### config.mk
export PLATFORM = sky130hd
export DESIGN_NAME = lane_combat_ctrl
export DESIGN_NICKNAME = d
export VERILOG_FILES = /design/src/rtl/lane_combat_ctrl.sv
export SDC_FILE = /design/constraint.sdc
export NUM_CORES = 1
export LEC_CHECK = 0
export ABC_AREA = 1
export BUFFER_PORTS_ARGS = -buffer_cell sky130_fd_sc_hd__buf_2
export CORE_MARGIN = 2
export CORE_UTILIZATION = 60
export CTS_CLUSTER_DIAMETER = 120
export DETAILED_ROUTE_END_ITERATION = 8
export GPL_TIMING_DRIVEN = 1
export MAX_ROUTING_LAYER = met4
export PLACE_DENSITY_LB_ADDON = 0.15
export SYNTH_ARGS = -nofsm -noshare
export SYNTH_HDL_FRONTEND = slang
export SYNTH_SLANG_ARGS = --single-unit
### constraint.sdc
create_clock -name clk -period 5.7 [get_ports clk]
set_input_delay 0.855 -clock clk [delete_from_list [all_inputs] [get_ports clk]]
set_output_delay 0.855 -clock clk [all_outputs]
set_load 0.01 [all_outputs]
### src/rtl/lane_combat_ctrl.sv
// Lane combat round controller: decides per game tick whether two opposing
// units fight or advance, and applies siege damage to the base health counters.
module lane_combat_ctrl #(
    parameter int RANGE   = 4,
    parameter int POS_MAX = 511,
    parameter int BASE_HP = 255
) (
    input  logic       clk,
    input  logic       reset,
    input  logic       game_tick,
    input  logic [8:0] ally_pos,
    input  logic [8:0] enemy_pos,
    input  logic [7:0] ally_dmg,
    input  logic [7:0] enemy_dmg,
    input  logic       ally_alive,
    input  logic       enemy_alive,
    output logic       ally_move_scen,
    output logic       enemy_move_scen,
    output logic       ally_dmg_scen,
    output logic       enemy_dmg_scen,
    output logic [7:0] ally_dmg_in,
    output logic [7:0] enemy_dmg_in,
    output logic [7:0] ally_base_hp,
    output logic [7:0] enemy_base_hp,
    output logic       game_over,
    output logic       tick_overrun
);

    localparam logic [8:0] RANGE_L   = 9'(RANGE);
    localparam logic [8:0] POS_MAX_L = 9'(POS_MAX);
    localparam logic [7:0] BASE_HP_L = 8'(BASE_HP);

    typedef enum logic [1:0] {
        IDLE = 2'd0,
        EVAL = 2'd1,
        ACT  = 2'd2
    } state_t;

    state_t     state_r;
    logic [8:0] ally_pos_r, enemy_pos_r;
    logic [7:0] ally_dmg_r, enemy_dmg_r;
    logic       ally_alive_r, enemy_alive_r;
    logic       ally_siege_r, enemy_siege_r;
    logic       ally_move_r, enemy_move_r, ally_hit_r, enemy_hit_r;
    logic [7:0] ally_dmg_in_r, enemy_dmg_in_r;
    logic [7:0] ally_base_hp_r, enemy_base_hp_r;
    logic       game_over_r, tick_overrun_r;

    logic [8:0] gap_s;
    logic       fight_s, ally_move_s, enemy_move_s, ally_siege_s, enemy_siege_s;

    function automatic logic [7:0] sat_sub(input logic [7:0] a, input logic [7:0] b);
        return (a > b) ? (a - b) : 8'd0;
    endfunction

    // Round decision from the captured snapshot; crossed units count as touching.
    always_comb begin
        gap_s = 9'd0;
        if (enemy_pos_r >= ally_pos_r) begin
            gap_s = enemy_pos_r - ally_pos_r;
        end else begin
            gap_s = 9'd0;
        end
        fight_s       = ally_alive_r && enemy_alive_r && (gap_s <= RANGE_L);
        ally_move_s   = !fight_s && ally_alive_r && (ally_pos_r != POS_MAX_L);
        enemy_move_s  = !fight_s && enemy_alive_r && (enemy_pos_r != 9'd0);
        ally_siege_s  = ally_alive_r && !enemy_alive_r && (ally_pos_r == POS_MAX_L);
        enemy_siege_s = enemy_alive_r && !ally_alive_r && (enemy_pos_r == 9'd0);
    end

    // Round FSM with registered strobes, base counters and sticky flags.
    always_ff @(posedge clk or posedge reset) begin
        if (reset) begin
            state_r         <= IDLE;
            ally_pos_r      <= 9'd0;
            enemy_pos_r     <= 9'd0;
            ally_dmg_r      <= 8'd0;
            enemy_dmg_r     <= 8'd0;
            ally_alive_r    <= 1'b0;
            enemy_alive_r   <= 1'b0;
            ally_siege_r    <= 1'b0;
            enemy_siege_r   <= 1'b0;
            ally_move_r     <= 1'b0;
            enemy_move_r    <= 1'b0;
            ally_hit_r      <= 1'b0;
            enemy_hit_r     <= 1'b0;
            ally_dmg_in_r   <= 8'd0;
            enemy_dmg_in_r  <= 8'd0;
            ally_base_hp_r  <= BASE_HP_L;
            enemy_base_hp_r <= BASE_HP_L;
            game_over_r     <= 1'b0;
            tick_overrun_r  <= 1'b0;
        end else begin
            ally_move_r    <= 1'b0;
            enemy_move_r   <= 1'b0;
            ally_hit_r     <= 1'b0;
            enemy_hit_r    <= 1'b0;
            ally_dmg_in_r  <= 8'd0;
            enemy_dmg_in_r <= 8'd0;
            if ((ally_base_hp_r == 8'd0) || (enemy_base_hp_r == 8'd0)) begin
                game_over_r <= 1'b1;
            end
            case (state_r)
                IDLE: begin
                    if (game_tick && !game_over_r) begin
                        ally_pos_r    <= ally_pos;
                        enemy_pos_r   <= enemy_pos;
                        ally_dmg_r    <= ally_dmg;
                        enemy_dmg_r   <= enemy_dmg;
                        ally_alive_r  <= ally_alive;
                        enemy_alive_r <= enemy_alive;
                        state_r       <= EVAL;
                    end
                end
                EVAL: begin
                    if (game_tick && !game_over_r) begin
                        tick_overrun_r <= 1'b1;
                    end
                    ally_siege_r   <= ally_siege_s;
                    enemy_siege_r  <= enemy_siege_s;
                    ally_move_r    <= ally_move_s;
                    enemy_move_r   <= enemy_move_s;
                    ally_hit_r     <= fight_s;
                    enemy_hit_r    <= fight_s;
                    ally_dmg_in_r  <= fight_s ? enemy_dmg_r : 8'd0;
                    enemy_dmg_in_r <= fight_s ? ally_dmg_r : 8'd0;
                    state_r        <= ACT;
                end
                ACT: begin
                    if (game_tick && !game_over_r) begin
                        tick_overrun_r <= 1'b1;
                    end
                    if (ally_siege_r) begin
                        enemy_base_hp_r <= sat_sub(enemy_base_hp_r, ally_dmg_r);
                    end
                    if (enemy_siege_r) begin
                        ally_base_hp_r <= sat_sub(ally_base_hp_r, enemy_dmg_r);
                    end
                    state_r <= IDLE;
                end
                default: begin
                    state_r <= IDLE;
                end
            endcase
        end
    end

    assign ally_move_scen  = ally_move_r;
    assign enemy_move_scen = enemy_move_r;
    assign ally_dmg_scen   = ally_hit_r;
    assign enemy_dmg_scen  = enemy_hit_r;
    assign ally_dmg_in     = ally_dmg_in_r;
    assign enemy_dmg_in    = enemy_dmg_in_r;
    assign ally_base_hp    = ally_base_hp_r;
    assign enemy_base_hp   = enemy_base_hp_r;
    assign game_over       = game_over_r;
    assign tick_overrun    = tick_overrun_r;

endmodule

==> results.txt <==
critical path class = flop to flop
EDFF count, synth = 0
Post-CTS Resized = 0
number of global-route vias before repair = 3314
top_reg_cell synth = dfrtp_1
ANT nets after route = 0
Final Hold Viols = 0
Worst Clk Skew = 0.0150 ns
GRT Overall Usage = 0.257
HP Start = ally_base_hp[1]
worst IR drop on VDD = 0.000304 V
nets@finish = 604
die outline width = 86.2 um
register-to-register setup slack = 3.36 ns
CTS buffer count = 9
Synth Area in Compound Gates = 0.0994
Skew-Pair Late Insertion Delay = 0.35 ns
clk buf depth = 2
Hold Path Class = flop to flop
Die Y = 86.2 um
Worst Max-Slew Pin Slew = 1.11 ns
commonest non-fill, non-tap cell in the layout = nand2_1
pwr dens = 496 nW/um^2
status = complete, no violations
cell area after synthesis = 4050 sq um
Lkg Pwr = 2.55 nW
Async S/R FF share, synth = 1.00
TritonCTS clock tree = built
# clock sinks = 77
DR DRC count = 0
Post-Synth Simple-Gate Area = 0.189
Total Wirelength = 8650 um
P&R area growth vs syn = 15.5%
adder-cell share of the synthesized area = 0.101
Total Power = 2.32 mW
Reg2Reg Depth = 12
DRT iter0 DRCs = 165
H-tree depth = 3
maxcap violations = 0
final worst path period share = 0.411
RSZ-0062 raised after global routing = false
DR WL/cell = 14.0 um
Post-CTS Hold Buffers = 0
postcts setup bufs = 0
multiplexer area fraction after synthesis = 0.0306
global-route wire length before repair = 14500 um
crit path max fanout = 17
std cell rows = 29
Final setup viols = 0
Crit path largest cell delay = 0.41 ns
FF+latch count, synth = 77
largest net degree at the start of global routing = 78
Max Freq = 427 MHz
M2 GR Usage = 0.394
gr busiest metal = met2
Hold Path Stages = 2
max-slew violation count = 0
Crit path required time = 5.97 ns
DIE AREA = 7430 sq um
gr ovfl total = 0
Worst-path clk slew = 0.07 ns
layout cells sized above 1 = 0.247
vias after detailed routing = 3349
Core Box Area = 6420 sq um
XOR/XNOR share of the synthesized area = 0.0216
Top delay family on crit path = simple AND/OR/NAND/NOR gates
Max-Slew Margin vs Limit = 0.259
clock root cell = clkbuf_8
initial core utilization = 0.631
critical path arrival = 2.61 ns
Hold EP = ally_base_hp[1]
met3 GRT Util = 0.0410
CP Capture Type = flop
# IOs = 77
commonest non-fill, non-tap cells in the layout = 83 x nand2_1, 76 x buf_2, 69 x inv_1, 61 x dfrtp_1, 42 x a21oi_1
Yosys warnings = 0
Startpoint Class = flop
Syn Nets = 525
critical path cell sequence = inv_1 > ha_1 > inv_1 > fa_1 > or2_0 > nand3_1 > nand4_1 > nor2_1 > nand4_1 > nand2_2 > nand3_4 > nor2_1
Reg2Reg Launch Point = enemy_pos_r[0]
Slowest cell on crit path = fa_1
Period minus WS final = 2.34 ns
Port Buf Inserts = 76
average size of a mapped cell = 8.90 sq um
worst path bufs/invs = 2
Fin Setup TNS = 0 ns
sequential fraction of the synthesis area = 0.481
via density per instance = 5.44
n_diodes = 0
initial antenna violation count = 0
Unique masters post-synth = 34
DRT Pass-1 Iters = 4
Syn Inst Count = 455
largest family of logic cells by synthesized area = simple AND/OR/NAND/NOR gates
gpl congestion = 0.986
hpwl dp = 6360 um
reg2reg end = enemy_dmg_in[4]
met1 Use GR = 0.332
[cell families (layout without fill, tap and decap cells)]
kind of cell             count (synthesis)  in the layout
flip-flops                              77             77
AO/OA/AOI/OAI                           73             73
multiplexers                            11             11
buffers and inverters                   79            163
AND/OR/NAND/NOR                        174            174
XOR/XNOR                                10             10
adder cells (fa/ha/maj)                 31             31
[power by group]
part	total (mW)	leakage [nW]	switching [mW]	internal, mW
Combinational	1.12	1.55	0.696	0.423
Sequential	0.802	0.904	0.0897	0.712
Clock	0.402	0.0939	0.197	0.204
Total	2.32	2.55	0.983	1.34
[synth_stat cells, types with 2 or more instances]
library cell	count	area (sq um)
nand2_1	84	315
inv_1	70	263
dfrtp_1	61	1530
a21oi_1	42	210
nor2_1	40	150
ha_1	28	350
o21ai_0	18	90.1
nand3_1	17	85.1
dfstp_2	16	420
mux2_2	11	124
nor2_2	10	62.6
nand4_1	8	50.1
nor4_1	7	43.8
xor2_1	7	61.3
buf_2	4	20.0
clkbuf_1	3	11.3
fa_1	3	60.1
nor3_1	3	15.0
o21bai_1	3	22.5
xnor2_1	3	26.3
a31oi_1	2	12.5
nand3b_1	2	15.0
o32ai_1	2	17.5
[worst max-delay path by stage]
stage,from,to,slack [ns],cells past startpoint
after floorplan,reset,ally_alive_r,2.90,1
after global placement,game_tick,enemy_pos_r[8],3.23,5
after detailed placement,game_tick,enemy_pos_r[8],3.18,5
after CTS,enemy_pos_r[0],enemy_dmg_in[4],3.34,12
after global routing,enemy_pos_r[0],enemy_dmg_in[3],3.19,12
final,enemy_pos_r[0],enemy_dmg_in[4],3.36,12
[metal layers]
layer | vias up | part of all wire
li1 | 1647 | -
met1 | 1586 | 0.45
met2 | 93 | 0.47
met3 | 23 | 0.042
met4 | 0 | 0.032
met5 | - | 0
[state kept, by name, indices dropped and copies added (netlist names)]
signal / flops
tick_overrun: 1
enemy_move_scen: 1
ally_base_hp: 8
enemy_alive_r: 1
enemy_base_hp: 8
state_r: 2
enemy_dmg_scen: 1
ally_dmg_in: 8
ally_dmg_r: 8
ally_pos_r: 9
ally_alive_r: 1
enemy_pos_r: 9
enemy_dmg_in: 8
ally_siege_r: 1
ally_move_scen: 1
enemy_dmg_r: 8
game_over: 1
enemy_siege_r: 1
[tightest hold or removal path, delay by kind of cell, from the launching register on]
kind / cells / cell delay [ns]
flip-flops: 1 / 0.40
AND/OR/NAND/NOR: 2 / 0.12
[metrics by stage]
| stage | instances | util | area (sq um) | hold slack [ns] | setup WS, ns |
|---|---|---|---|---|---|
| 4_1_cts | 616 | 0.729 | 4680 | 0.511 | 3.34 |
| 2_1_floorplan | 455 | - | 4050 | 0.475 | 2.90 |
| 6_report | 616 | 0.729 | 4680 | 0.511 | 3.36 |
| 3_5_place_dp | 600 | 0.699 | 4490 | 0.500 | 3.18 |
| 3_3_place_gp | 600 | 0.699 | 4490 | 0.454 | 3.23 |
| 5_1_grt | 616 | 0.729 | 4680 | 0.525 | 3.19 |
[final cells by class]
cell class                      instances  area, sq um
Clock buffer                           11          131
Clock inverter                          5         60.1
Fill cell                             487         1740
Inverter                               70          263
Multi-Input combinational cell        299         1790
Sequential cell                        77         1950
Tap cell                               77         96.3
Timing Repair Buffer                   77          388
Power figures use the tool's default switching activity.
